File: src/rtl/sseg_pkg.sv
// sseg_pkg: shared types and glyph constants for the
// eight-digit seven-segment scan controller.
package sseg_pkg;

   typedef enum logic [1:0] {
      S_IDLE,
      S_BLANK,
      S_SHOW
   } state_e;

   localparam logic [7:0] BLANK_PAT = 8'hFF;
   localparam logic [6:0] SEG_OFF   = 7'h7F;

   // Active-low {g,f,e,d,c,b,a}; element [v] is the glyph for hex v.
   localparam logic [15:0][6:0] GLYPH = {
      7'h0E, 7'h06, 7'h21, 7'h46,
      7'h03, 7'h08, 7'h10, 7'h00,
      7'h78, 7'h02, 7'h12, 7'h19,
      7'h30, 7'h24, 7'h79, 7'h40
   };

endpackage

File: src/rtl/hex7seg.sv
// hex7seg: combinational hex nibble to active-low
// seven-segment pattern {g,f,e,d,c,b,a}.
module hex7seg
   import sseg_pkg::*;
(
   input  logic [3:0] hex_i,
   output logic [6:0] seg_o
);

   assign seg_o = GLYPH[hex_i];

endmodule

File: src/rtl/sseg_scan_ctrl.sv
// sseg_scan_ctrl: time-multiplexed eight-digit display driver with
// anti-ghost blanking and a frame-aligned update handshake.
module sseg_scan_ctrl
   import sseg_pkg::*;
#(
   parameter int SHOW_CYC  = 90_000,
   parameter int BLANK_CYC = 10_000
) (
   input  logic        sysclk,
   input  logic        rst,
   input  logic        en,
   input  logic [31:0] digits,
   input  logic [7:0]  dp,
   input  logic        lzs,
   input  logic        upd_valid,
   output logic        upd_ready,
   output logic [7:0]  sseg,
   output logic [7:0]  AN,
   output logic        frame_start
);

   localparam int MAX_CYC =
      (SHOW_CYC > BLANK_CYC) ? SHOW_CYC : BLANK_CYC;
   localparam int CW = (MAX_CYC > 1) ? $clog2(MAX_CYC) : 1;

   typedef logic [CW-1:0] cnt_t;

   localparam cnt_t SHOW_LAST  = cnt_t'(SHOW_CYC - 1);
   localparam cnt_t BLANK_LAST = cnt_t'(BLANK_CYC - 1);

   state_e      state_q, state_d;
   logic [2:0]  idx_q, idx_d;
   cnt_t        cnt_q, cnt_d;

   logic [7:0]  an_q, an_d;
   logic [7:0]  seg_q, seg_d;
   logic        fs_q, fs_d;

   logic [31:0] act_dig_q, pend_dig_q;
   logic [7:0]  act_dp_q, pend_dp_q;
   logic        act_lzs_q, pend_lzs_q;
   logic        pend_q;
   logic        rdy_q;

   logic        accept;
   logic        xfer;

   logic [31:0] dig_sh;
   logic [3:0]  nib;
   logic [6:0]  glyph;
   logic        supp;

   always_comb begin
      state_d = state_q;
      idx_d   = idx_q;
      cnt_d   = cnt_q;
      if (!en) begin
         state_d = S_IDLE;
         idx_d   = 3'd0;
         cnt_d   = '0;
      end else begin
         unique case (state_q)
            S_IDLE: begin
               state_d = S_BLANK;
               idx_d   = 3'd0;
               cnt_d   = '0;
            end
            S_BLANK: begin
               if (cnt_q == BLANK_LAST) begin
                  state_d = S_SHOW;
                  cnt_d   = '0;
               end else begin
                  cnt_d = cnt_q + cnt_t'(1);
               end
            end
            S_SHOW: begin
               if (cnt_q == SHOW_LAST) begin
                  state_d = S_BLANK;
                  idx_d   = idx_q + 3'd1;
                  cnt_d   = '0;
               end else begin
                  cnt_d = cnt_q + cnt_t'(1);
               end
            end
            default: begin
               state_d = S_IDLE;
               idx_d   = 3'd0;
               cnt_d   = '0;
            end
         endcase
      end
   end

   // A blank slot only sits at count zero on its first cycle.
   assign fs_d = (state_d == S_BLANK) && (idx_d == 3'd0)
              && (cnt_d == '0);

   // Digits at and above idx_d, shifted down; zero means all leading.
   assign dig_sh = act_dig_q >> {idx_d, 2'b00};
   assign nib    = dig_sh[3:0];
   assign supp   = act_lzs_q && (idx_d != 3'd0)
                && (dig_sh == 32'd0);

   hex7seg u_dec (
      .hex_i (nib),
      .seg_o (glyph)
   );

   always_comb begin
      an_d  = BLANK_PAT;
      seg_d = BLANK_PAT;
      if (state_d == S_SHOW) begin
         an_d  = ~(8'b1 << idx_d);
         seg_d = {~act_dp_q[idx_d], supp ? SEG_OFF : glyph};
      end
   end

   always_ff @(posedge sysclk or negedge rst) begin
      if (!rst) begin
         state_q <= S_IDLE;
         idx_q   <= 3'd0;
         cnt_q   <= '0;
         an_q    <= BLANK_PAT;
         seg_q   <= BLANK_PAT;
         fs_q    <= 1'b0;
      end else begin
         state_q <= state_d;
         idx_q   <= idx_d;
         cnt_q   <= cnt_d;
         an_q    <= an_d;
         seg_q   <= seg_d;
         fs_q    <= fs_d;
      end
   end

   // New values only go live on a frame boundary, or at once when idle.
   assign accept = upd_valid && rdy_q;
   assign xfer   = pend_q && (fs_d || (state_q == S_IDLE));

   always_ff @(posedge sysclk or negedge rst) begin
      if (!rst) begin
         pend_dig_q <= '0;
         pend_dp_q  <= '0;
         pend_lzs_q <= 1'b0;
         pend_q     <= 1'b0;
         act_dig_q  <= '0;
         act_dp_q   <= '0;
         act_lzs_q  <= 1'b0;
         rdy_q      <= 1'b1;
      end else begin
         if (accept) begin
            pend_dig_q <= digits;
            pend_dp_q  <= dp;
            pend_lzs_q <= lzs;
            pend_q     <= 1'b1;
            rdy_q      <= 1'b0;
         end
         if (xfer) begin
            act_dig_q <= pend_dig_q;
            act_dp_q  <= pend_dp_q;
            act_lzs_q <= pend_lzs_q;
            pend_q    <= 1'b0;
            rdy_q     <= 1'b1;
         end
      end
   end

   assign upd_ready   = rdy_q;
   assign sseg        = seg_q;
   assign AN          = an_q;
   assign frame_start = fs_q;

endmodule

File: config.mk
export PLATFORM = sky130hd
export DESIGN_NAME = sseg_scan_ctrl
export DESIGN_NICKNAME = d
export VERILOG_FILES = /design/src/rtl/sseg_pkg.sv /design/src/rtl/hex7seg.sv /design/src/rtl/sseg_scan_ctrl.sv
export SDC_FILE = /design/constraint.sdc
export NUM_CORES = 1
export LEC_CHECK = 0
export CORE_MARGIN = 2
export CORE_UTILIZATION = 61
export DETAILED_ROUTE_END_ITERATION = 7
export PLACE_DENSITY = 0.86
export SLEW_MARGIN = 20
export SYNTH_ARGS = -nofsm -noshare
export SYNTH_HDL_FRONTEND = slang
export SYNTH_SLANG_ARGS = --single-unit
File: constraint.sdc
create_clock -name sysclk -period 6.5 [get_ports sysclk]
set_clock_uncertainty 0.1 [all_clocks]
set_input_delay 1.3 -clock sysclk [delete_from_list [all_inputs] [get_ports sysclk]]
set_output_delay 1.3 -clock sysclk [all_outputs]
set_load 0.03 [all_outputs]
Word level (Yosys, flattened, before mapping)

Memories as Yosys holds them, arrays and structs flattened.
Index checks and enable logic that the tools add are counted.

Flip-flop bits (word level): 123
ROM bits: 112
Bits of input ports: 45
Output and inout bits: 18
Memories: 1

Memory list:

| memory          | words | bits a word | read ports | clocked after memory_dff | write ports | line          | RTL |
|---|---|---|---|---|---|---|---|
| (no name shown) | 16    | 7           | 1          | 0                        | 0           | hex7seg.sv:10 | `assign seg_o = GLYPH[hex_i];` |

$add $sub $neg: 2
$lt $le $gt $ge: 2
Eq/ne operators: 6
Shift-type cells: 2
Muxes and demuxes: 21
Bitwise gates (word level): 2
Reductions and logical operators: 13

Operator list:

| operator                | count |
|---|---|
| $mux W17                | 3 |
| $pmux W17 S2            | 1 |
| $logic_not A32 Y1       | 1 |
| $shr A32 B5 Y32         | 1 |
| $add A17 B1 Y17 const B | 1 |
| $eq A17 B14 Y1 const B  | 1 |
| $eq A17 B17 Y1 const B  | 1 |
| $logic_not A17 Y1       | 1 |
| $mux W8                 | 2 |
| $mux W7                 | 2 |
| $not A8 Y8              | 1 |
| $shl A1 B3 Y8 const A   | 1 |
| $logic_and A1 B1 Y1     | 6 |
| $mux W2                 | 3 |
| $mux W3                 | 2 |
| $pmux W2 S3             | 1 |
| $pmux W3 S2             | 1 |
| $lt A4 B5 Y1 const B    | 1 |
| $mux W1                 | 5 |
| $eq A2 B1 Y1 const B    | 2 |
| $eq A2 B2 Y1 const B    | 2 |
| $lt A3 B4 Y1 const B    | 1 |
| $add A3 B1 Y3 const B   | 1 |
| $bmux W1 S3             | 1 |
| 6 further kinds         | 6 |

Depth between registers and ports, before layout

Gate-level depths: netlist of the first run.

Depth in word-level cells: 10
Mapped depth: 17
Gate-level depth less buffers: 16

Hierarchy

Synthesis of the first run repeated with hierarchy kept, for this count alone.

Cell total of the unflattened synthesis: 553
Area total of the unflattened synthesis: 6387.4 um2

By module, submodules not included:

| module         | instances | cells each | area each (um2) |
|---|---|---|---|
| sseg_scan_ctrl | 1         | 522        | 6125.9 |
| hex7seg        | 1         | 31         | 261.5 |

Least setup slack after synthesis of the first run

No wires, ideal clock.

Path kind: input to register
Start: input port en
End: register seg_q[0], in the netlist sseg[0]
Setup time: 73 ps
Arrival: 3957 ps
Slack: 2370 ps
Stages on the path: 13
Path buffers: 1
Cell sequence: nand2_1 -> nor3_1 -> a311oi_4 -> buf_4 -> mux2i_1 -> a21oi_1 -> mux2i_1 -> ha_1 -> and2_1 -> nand3_1 -> o31ai_1 -> a41o_1 -> o21bai_1

Longest elaborated chain between the ends: 6
Elaborated cells on any way between the ends: 12
Those cells by class: eq/ne: 1; shift: 1; mux: 5; reduce/logical: 4; memory: 1

Ends and longest elaborated chain:

| what                                                                 | line                                        | RTL |
|---|---|---|
| from (decl)                                                          | sseg_scan_ctrl.sv:11                        | `input logic en,` |
| $mux W3                                                              | sseg_scan_ctrl.sv:57                        | `if (!en) begin` |
| $shr A32 B5 Y32 or $reduce_bool A3 Y1 (tied branches)                | sseg_scan_ctrl.sv:99, sseg_scan_ctrl.sv:101 |  |
| $mem_v2 Z16 W7, or another cell as far along                         | n/a                                         |  |
| $mux W7 (not written as such) or $logic_and A1 B1 Y1 (tied branches) | hex7seg.sv:10, sseg_scan_ctrl.sv:102        |  |
| $mux W7                                                              | sseg_scan_ctrl.sv:114                       | `seg_d = {~act_dp_q[idx_d], supp ? SEG_OFF : glyph};` |
| $mux W8 *                                                            | sseg_scan_ctrl.sv:112                       | `if (state_d == S_SHOW) begin` |
| named net seg_d[0]                                                   | sseg_scan_ctrl.sv:36                        | `logic [7:0] seg_q, seg_d;` |
| to (signal assigned)                                                 | sseg_scan_ctrl.sv:131                       | `seg_q <= seg_d;` |
| to (decl)                                                            | sseg_scan_ctrl.sv:36                        |  |

Mark *: on every way through the listed nets, which the timed path passes. The rest lies on a longest branch. The select of a mux whose other input is x is not followed.
A chain may end at the register's enable or synchronous reset.

Worst setup path in the final report of the first run

Same ends and word-level chain as after synthesis.

==> results.yml, run 1 <==
floorplan:
  dieWidth_um: 102
  core_mm2: 0.00933
  ios: 63
  num_rows: 35
  die_area_mm2: 0.0105
  start_util_pct: 63.4
  die_h_um: 102
critical_path:
  ff2ff_setup_slack_ps: 1800
  start_kind: "input pin"
  reg2reg_depth: 14
  crit_start: "en"
  cp.arrival_ps: 5460
  critical_path_class: "input pin to register"
  cp-end-kind: "register"
  path_max_fanout: 26
  rr_endpoint: "sseg[0]$_DFF_PN1_"
  critical_path_required_ps: 6850
  r2r_start: "cnt_q[0]$_DFF_PN0_"
sta:
  whs_ps: 398
  maxSlewHeadroom_pct: 25.1
  fmax_ghz: 0.196
  timing.final.ws_setup_ps: 1390
  period_share_pct: 78.6
  min_period_ps: 5110
  rsz0062_at_grt: "no"
  tns_ps: 0
  report.final.slew_viol_count: 0
  setup_violations: 0
  worstMarginPinSlew_ps: 1090
  finalHoldViolations: 0
power:
  p_leak_nw: 3.09
  p_sw_share_pct: 28.6
  vdd_drop_max_v: 0.000289
  power_switching_w: 0.000797
  clkPwrFrac_pct: 33.7
  power.density_mw_per_mm2: 388
  total_power_w: 0.00279
  pwr-share-seq_pct: 44.0
  p_comb_share_pct: 22.3
  p_int_w: 0.00199
global_routing:
  first_global_vias: 4085
  antenna_found_initial: 0
  grt_overflow: 0
  grt_max_degree: 79
  grt_pass1_wl_mm: 20.6
  grt.total_usage_pct: 26.0
clocking:
  cts_tree: "yes"
  h-tree-depth: 4
  clockBufferDepth: 2
  root_buffer: "clkbuf_8"
  post-cts-setup-buffer-count: 0
  cts_buffers: 17
  clock-sinks: 123
  clkLatencyLatePin_ps: 530
  cts-resized-gates: 0
  clk_pin_slew_ps: 50
  postCtsHoldBufs: 0
worst_hold_path:
  min_to: "act_dp_q[3]$_DFFE_PN0P_"
  min_path_cells: 1
  hold_path_class: "register to register"
  min_from: "pend_dp_q[3]$_DFFE_PN0P_"
detailed_routing:
  firstDrtPassIters: 4
  drc: 0
  dr.first_iter.drc_count: 169
  totalWireLength_mm: 12.5
  vias: 4023
  vias_per_cell: 5.87
  avgRoutedWirePerCell_um: 18.2
  drtAntennaViolNets: 0
yosys:
  yosys_warnings: 0
  synth_ff_type: "dfrtp_1"
  synth_cells: 486
  ys_types: 63
  syn_avg_cell_area_um2: 12.2
  syn-num-nets: 543
  synth_edf_count: 0
  synth_seq_cells: 123
  synth_async_sr_flop_share_pct: 100
  ys_seq_area_share_pct: 52.4
  synthesis.area_mm2: 0.00592
final_layout:
  diodes: 0
  layout_commonest_cell: "dfrtp_1"
  nFillCells: 627
  fin_cells: 685
  final_cell_mix: "dfrtp_1, mux2_2, clkdlybuf4s50_1"
  drive_gt1_share_pct: 25.2
  area_growth_pct: 21.3
  nets: 600
job:
  cap_violations: 0
status:
  status: "complete, no violations"
place:
  io_buffer_count: 62
  gp_congestion: 0.909
  place_inst: 653
  place_ws_ps: 987
  dp_hpwl_mm: 8.49
through the flow:
stage	util, %	cell area (µm²)
floorplan	-	5920
global placement	70.6	6580
detailed placement	70.6	6580
CTS	76.9	7180
global route	76.9	7180
finish	76.9	7180
final cells by class:
cell class / instances / area [µm²] / area share, %
Sequential cell: 123 / 3100 / 43.2
Timing Repair Buffer: 66 / 648 / 9.03
Tap cell: 129 / 161 / 2.25
Inverter: 12 / 45.0 / 0.628
Clock inverter: 10 / 143 / 1.99
Clock buffer: 22 / 453 / 6.31
Multi-Input combinational cell: 323 / 2630 / 36.6
power by group through the flow:
stage | Combinational, W | Sequential (W) | Clock [W]
after detailed placement | 0.000616 | 0.00123 | 0
after floorplan | 0.000481 | 0.00115 | 0
after global placement | 0.000571 | 0.00121 | 0
after CTS | 0.000626 | 0.00123 | 0.000955
after global routing | 0.000678 | 0.00126 | 0.000989
final | 0.000621 | 0.00123 | 0.000941
flip-flops by register name (all words and copies together), names as in the netlist:
signal       count
sseg             8
act_dig_q       32
act_lzs_q        1
cnt_q           17
pend_dp_q        8
pend_lzs_q       1
act_dp_q         8
idx_q            3
pend_dig_q      32
pend_q           1
frame_start      1
AN               8
upd_ready        1
state_q          2
kinds of logic after synthesis:
kind of cell | count (synthesis) | share of synthesized area [%]
multiplexers | 117 | 21.8
AND/OR/NAND/NOR | 131 | 11.2
adder cells (fa/ha/maj) | 12 | 2.54
buffers and inverters | 40 | 3.38
AO/OA/AOI/OAI | 47 | 6.28
flip-flops | 123 | 52.4
XOR/XNOR | 16 | 2.37
worst max path at each step:
stage	depth (start not counted)	endpoint
after global placement	16	sseg[0]$_DFF_PN1_
after floorplan	13	sseg[0]$_DFF_PN1_
final	16	sseg[0]$_DFF_PN1_
after CTS	16	sseg[0]$_DFF_PN1_
after detailed placement	16	sseg[0]$_DFF_PN1_
after global routing	16	sseg[0]$_DFF_PN1_
critical path: stages:
cell             delay (ps)
clkdlybuf4s50_1         560
nand2_1                 240
nor3_1                  100
a311oi_4                280
buf_4                   390
inv_2                   200
and2_0                  200
a211oi_1                210
a21oi_1                  70
mux2i_1                 590
ha_1                    310
and2_1                  160
nand3_1                  80
o31ai_1                 260
a41o_1                  340
o21bai_1                150
cells in the mapped netlist, types with 2 or more instances:
cell	number	area share (%)
dfrtp_1	106	45
mux2_2	82	16
nor2_1	36	2.3
mux2i_1	30	5.1
nand2_1	29	1.8
dfstp_2	17	7.5
buf_2	16	1.4
ha_1	12	2.5
inv_1	11	0.70
nand3_1	10	0.85
nand4_1	10	1.1
nor3_1	9	0.76
nor4_1	8	0.85
xnor2_1	8	1.2
xor2_1	8	1.2
and3_1	7	0.74
o21ai_0	7	0.59
buf_1	5	0.32
a21oi_1	4	0.34
a31oi_1	4	0.42
mux2_1	4	0.76
nor2b_1	4	0.42
a211oi_1	3	0.38
a221o_1	3	0.51
buf_6	3	0.57
o211ai_1	3	0.38
a21o_1	2	0.25
a22o_1	2	0.30
a311o_1	2	0.34
a41o_1	2	0.34
and2_1	2	0.21
and4b_1	2	0.34
buf_4	2	0.25
clkbuf_1	2	0.13
nand4b_1	2	0.30
or4_1	2	0.25
metal layers:
metal / up-vias / track usage [%] / wire (µm)
li1: 1872 / - / -
met1: 2028 / 34.4 / 5590
met2: 103 / 41.4 / 6180
met3: 20 / 6.84 / 466
met4: 0 / 9.95 / 229
met5: - / 0 / 0
Note: power is estimated with default switching activity, not from simulation.
==> run 2: changes to the inputs <==
- CORE_UTILIZATION: 61 -> 57
- PLACE_DENSITY: 0.86 -> 0.81
- clock period: 6.5 -> 5.2 ns (I/O delays scaled with it)
==> run 2 against run 1 <==
  * Critical path depth fell by 2
  * Setup slack got worse by 600 ps
  * Global-route usage fell by 2.6 points
  * Worst hold slack got worse by 35 ps
  * Via count barely moved
  * Flip-flop and latch count did not move
  * Utilization fell by 5.8 points
  * Wire length fell by 4.4%
  * Design area rose by 0.89%
  * Register-to-register slack got worse by 840 ps
  * Sequential share of layout area fell by 0.38 points
  * Power rose by 26%
==> results.yml, run 2 (same netlist as run 1, synthesis figures left out) <==
floorplan:
  num_rows: 37
  die_h_um: 106
  dieWidth_um: 106
  start_util_pct: 58.1
  die_area_mm2: 0.0112
  ios: 63
  core_mm2: 0.0102
critical_path:
  cp_top_family: "compound AO/OA/AOI/OAI gates"
  cp_slowest_stage_delay_ps: 550
  path_max_fanout: 23
  critical_path_required_ps: 5550
  rr_endpoint: "sseg[2]$_DFF_PN1_"
  ff2ff_setup_slack_ps: 960
  crit_path_frequent_cell: "mux2i_1"
  cp.arrival_ps: 4760
  path_buf_inv: 2
  cp-end-kind: "register"
  critPathSlowestCell: "clkdlybuf4s50_1"
  r2r_start: "cnt_q[0]$_DFF_PN0_"
  critical_path_class: "input pin to register"
  cp_cell_sequence: "clkdlybuf4s50_1, nand2_1, nor3_1, a311oi_4, buf_4, mux2i_1, mux2i_1, mux2i_1, ha_1, and2_1, nand3_1, o31ai_1, a41o_1, a311o_1"
  reg2reg_depth: 14
  start_kind: "input pin"
global_routing:
  first_global_vias: 4045
  antenna_found_initial: 0
  grt.total_usage_pct: 23.4
  grt_max_degree: 49
  grt_overflow: 0
  grt_pass1_wl_mm: 20.4
sta:
  whs_ps: 363
  timing.final.ws_setup_ps: 791
  rsz0062_at_grt: "no"
  report.final.slew_viol_count: 0
  setup_violations: 0
  fmax_ghz: 0.227
  worstMarginPinSlew_ps: 993
  min_period_ps: 4410
  tns_ps: 0
  finalHoldViolations: 0
  maxSlewHeadroom_pct: 33.7
  period_share_pct: 84.8
clocking:
  cts_buffers: 17
  clkLatencyLatePin_ps: 510
  root_buffer: "clkbuf_8"
  h-tree-depth: 4
  cts_tree: "yes"
  post-cts-setup-buffer-count: 0
  postCtsHoldBufs: 0
  clock-sinks: 123
  cts-resized-gates: 0
  clk_pin_slew_ps: 60
  clockBufferDepth: 2
detailed_routing:
  dr.first_iter.drc_count: 204
  vias_per_cell: 5.76
  avgRoutedWirePerCell_um: 17.1
  vias: 4019
  drtAntennaViolNets: 0
  drc: 0
  firstDrtPassIters: 5
  totalWireLength_mm: 11.9
power:
  vdd_drop_max_v: 0.000337
  power.density_mw_per_mm2: 486
  p_leak_nw: 3.13
final_layout:
  nets: 606
  final_cell_mix: "dfrtp_1, mux2_2, clkdlybuf4s50_1"
  layout_commonest_cell: "dfrtp_1"
  ff_latch_area_mm2: 0.00310
  nFillCells: 695
  diodes: 0
  multi_input_area_mm2: 0.00263
  area_growth_pct: 22.4
  drive_gt1_share_pct: 26.3
  largestRegisters: "act_dig_q x32, pend_dig_q x32, cnt_q x17"
status:
  status: "complete, no violations"
place:
  dp_hpwl_mm: 8.17
  io_buffer_count: 62
  place_ws_ps: 372
  gp_congestion: 0.911
job:
  cap_violations: 0
worst_hold_path:
  hold_path_class: "input pin to asynchronous set/reset pin"
## run 2: per-stage QoR
stage                     instance area [µm²]  cells  power, W  utilization [%]
after floorplan                          5920    486   0.00204                -
after global placement                   6630    666   0.00225             65.1
after detailed placement                 6630    666   0.00231             65.1
after CTS                                7240    698   0.00354             71.1
after global routing                     7240    698   0.00371             71.1
final                                    7240    698   0.00352             71.1
## run 2: worst max-delay path by stage
stage / startpoint / endpoint / cells past startpoint
2_1_floorplan: en / sseg[0]$_DFF_PN1_ / 13
3_3_place_gp: en / sseg[0]$_DFF_PN1_ / 14
3_5_place_dp: en / sseg[0]$_DFF_PN1_ / 14
4_1_cts: en / sseg[2]$_DFF_PN1_ / 14
5_1_grt: en / sseg[2]$_DFF_PN1_ / 14
6_report: en / sseg[2]$_DFF_PN1_ / 14
## run 2: final cells by class
type                       count  area share [%]
sequential                   123            42.8
clock inverter                13            2.30
inverter                      12           0.622
clock buffer                  19            6.10
tap                          136            2.35
multi-input combinational    323            36.3
timing repair buffer          72            9.57
## run 2: metal layers
metal,vias to the layer above,GRT usage [%],wire length (µm)
li1,1883,-,-
met1,2001,32.0,5440
met2,120,36.9,5720
met3,15,5.38,580
met4,0,8.36,179
met5,-,0,0
## run 2: power breakdown
part,internal (W),leakage [nW],switching [W],total (W)
logic,0.000455,1.35,0.000333,0.000787
registers,0.00129,1.49,0.000243,0.00153
clock network,0.000758,0.291,0.000438,0.00120
total,0.00250,3.13,0.00101,0.00352
==> run 3: changes to the inputs <==
- clock period: 5.2 -> 4.5 ns (I/O delays scaled with it)
==> run 3 against run 2 <==
  * Die area stayed put
  * Setup slack got worse by 290 ps
  * Wire length fell by 1.9%
  * Clock power grew 11%
  * Non-clock buffer count grew 2
  * Design area up 0.28%
  * Register-to-register slack worse by 460 ps
  * Cell count up 0.29%
  * Critical path depth is 1 higher
  * Worst hold slack worse by 54 ps
  * Via count grew 0.32%
  * Critical path type is now register to register
  * Largest cell class unchanged
==> results.yml, run 3 (same netlist as run 1, synthesis figures left out) <==
detailed_routing:
  vias_per_cell: 5.76
  drc: 0
  dr.first_iter.drc_count: 207
  drtAntennaViolNets: 0
  totalWireLength_mm: 11.7
  firstDrtPassIters: 5
  vias: 4032
  avgRoutedWirePerCell_um: 16.7
sta:
  setup_violations: 0
  report.final.slew_viol_count: 0
  min_period_ps: 4000
  fmax_ghz: 0.250
  period_share_pct: 88.9
  worstMarginPinSlew_ps: 672
  maxSlewHeadroom_pct: 55.2
  rsz0062_at_grt: "no"
  finalHoldViolations: 0
  whs_ps: 309
  tns_ps: 0
final_layout:
  diodes: 0
  drive_gt1_share_pct: 26.6
  largestRegisters: "act_dig_q x32, pend_dig_q x32, cnt_q x17"
  nets: 608
  layout_commonest_cell: "dfrtp_1"
  fin_cells: 700
  area_growth_pct: 22.7
  final_cell_mix: "dfrtp_1, mux2_2, clkdlybuf4s50_1"
place:
  gp_congestion: 0.997
  dp_hpwl_mm: 7.95
  place_inst: 668
  io_buffer_count: 62
clocking:
  clock-sinks: 123
  h-tree-depth: 4
  root_buffer: "clkbuf_8"
  postCtsHoldBufs: 0
  clkLatencyLatePin_ps: 520
  cts_buffers: 17
  post-cts-setup-buffer-count: 0
  cts-resized-gates: 0
  clk_pin_slew_ps: 60
  clockBufferDepth: 2
  cts_tree: "yes"
global_routing:
  grt_max_degree: 124
  antenna_found_initial: 0
  grt_pass1_wl_mm: 19.9
  grt.total_usage_pct: 22.7
  first_global_vias: 4143
  grt_overflow: 0
critical_path:
  critical_path_required_ps: 4850
  critPathSlowestCell: "dfrtp_1"
  path_max_fanout: 21
  path_buf_inv: 1
  cp_slowest_stage_delay_ps: 420
  cp_top_family: "simple AND/OR/NAND/NOR gates"
  cp_cell_sequence: "ha_1, and3_1, and3_1, a21oi_1, nand3b_1, buf_12, a211oi_1, a21oi_1, mux2i_1, ha_1, and2_1, nand3_1, o31ai_1, a41o_1, a221o_1"
  cp-end-kind: "register"
  critical_path_class: "register to register"
  cp.arrival_ps: 4350
  start_kind: "register"
power:
  vdd_drop_max_v: 0.000370
  p_leak_nw: 3.14
  power.density_mw_per_mm2: 550
  total_power_w: 0.00400
worst_hold_path:
  hold_path_class: "input pin to asynchronous set/reset pin"
floorplan:
  ios: 63
  dieWidth_um: 106
  num_rows: 37
  core_mm2: 0.0102
  die_h_um: 106
  start_util_pct: 58.1
  die_area_mm2: 0.0112
status:
  status: "complete, no violations"
job:
  cap_violations: 0
-- run 3: changes by cell type in the layout (fill, tap and decap cells not counted) --
cell / change
buf_12: +2
bufinv_16: -1
clkbuf_8: -1
clkinv_2: -1
clkinv_4: +1
clkinvlp_4: -2
inv_6: +4
-- run 3: area by class of cell --
cell class	instances	area [µm²]
clock buffers	18	428
clock inverters	14	160
fillers	717	2920
inverters	12	45.0
multi-input cells	323	2630
flip-flops and latches	123	3100
well taps	136	170
repair buffers	74	733
-- run 3: per-stage QoR --
stage          setup slack (ps)  util (%)  instance area [µm²]
3_5_place_dp                183      65.5                 6670
4_1_cts                     526      71.3                 7260
6_report                    500      71.3                 7260
2_1_floorplan               703         -                 5920
3_3_place_gp                361      65.5                 6670
5_1_grt                     218      71.3                 7260
-- run 3: where the power goes --
| part | total (W) | internal, W | switching, W | leakage, nW |
|---|---|---|---|---|
| sequential | 0.00176 | 0.00149 | 0.000273 | 1.49 |
| clock | 0.00133 | 0.000815 | 0.000514 | 0.288 |
| combinational | 0.000904 | 0.000531 | 0.000373 | 1.36 |
-- run 3: layer usage --
layer	track usage (%)	wire [µm]
met5	0	0
met3	6.56	505
met1	29.1	5280
met4	8.27	153
met2	36.9	5750
-- run 3: final timing paths --
kind,from,endpoint,slack [ps],depth (start not counted)
worst max-delay path,cnt_q[1]$_DFF_PN0_,sseg[6]$_DFF_PN1_,500,15
worst min-delay path,rst,cnt_q[7]$_DFF_PN0_,310,2
worst max register to register,cnt_q[1]$_DFF_PN0_,sseg[6]$_DFF_PN1_,500,15
worst min register to register,pend_dp_q[3]$_DFFE_PN0P_,act_dp_q[3]$_DFFE_PN0P_,390,1
max in group asynchronous,rst,pend_dig_q[24]$_DFFE_PN0P_,3430,2
min in group sysclk,pend_dp_q[3]$_DFFE_PN0P_,act_dp_q[3]$_DFFE_PN0P_,390,1
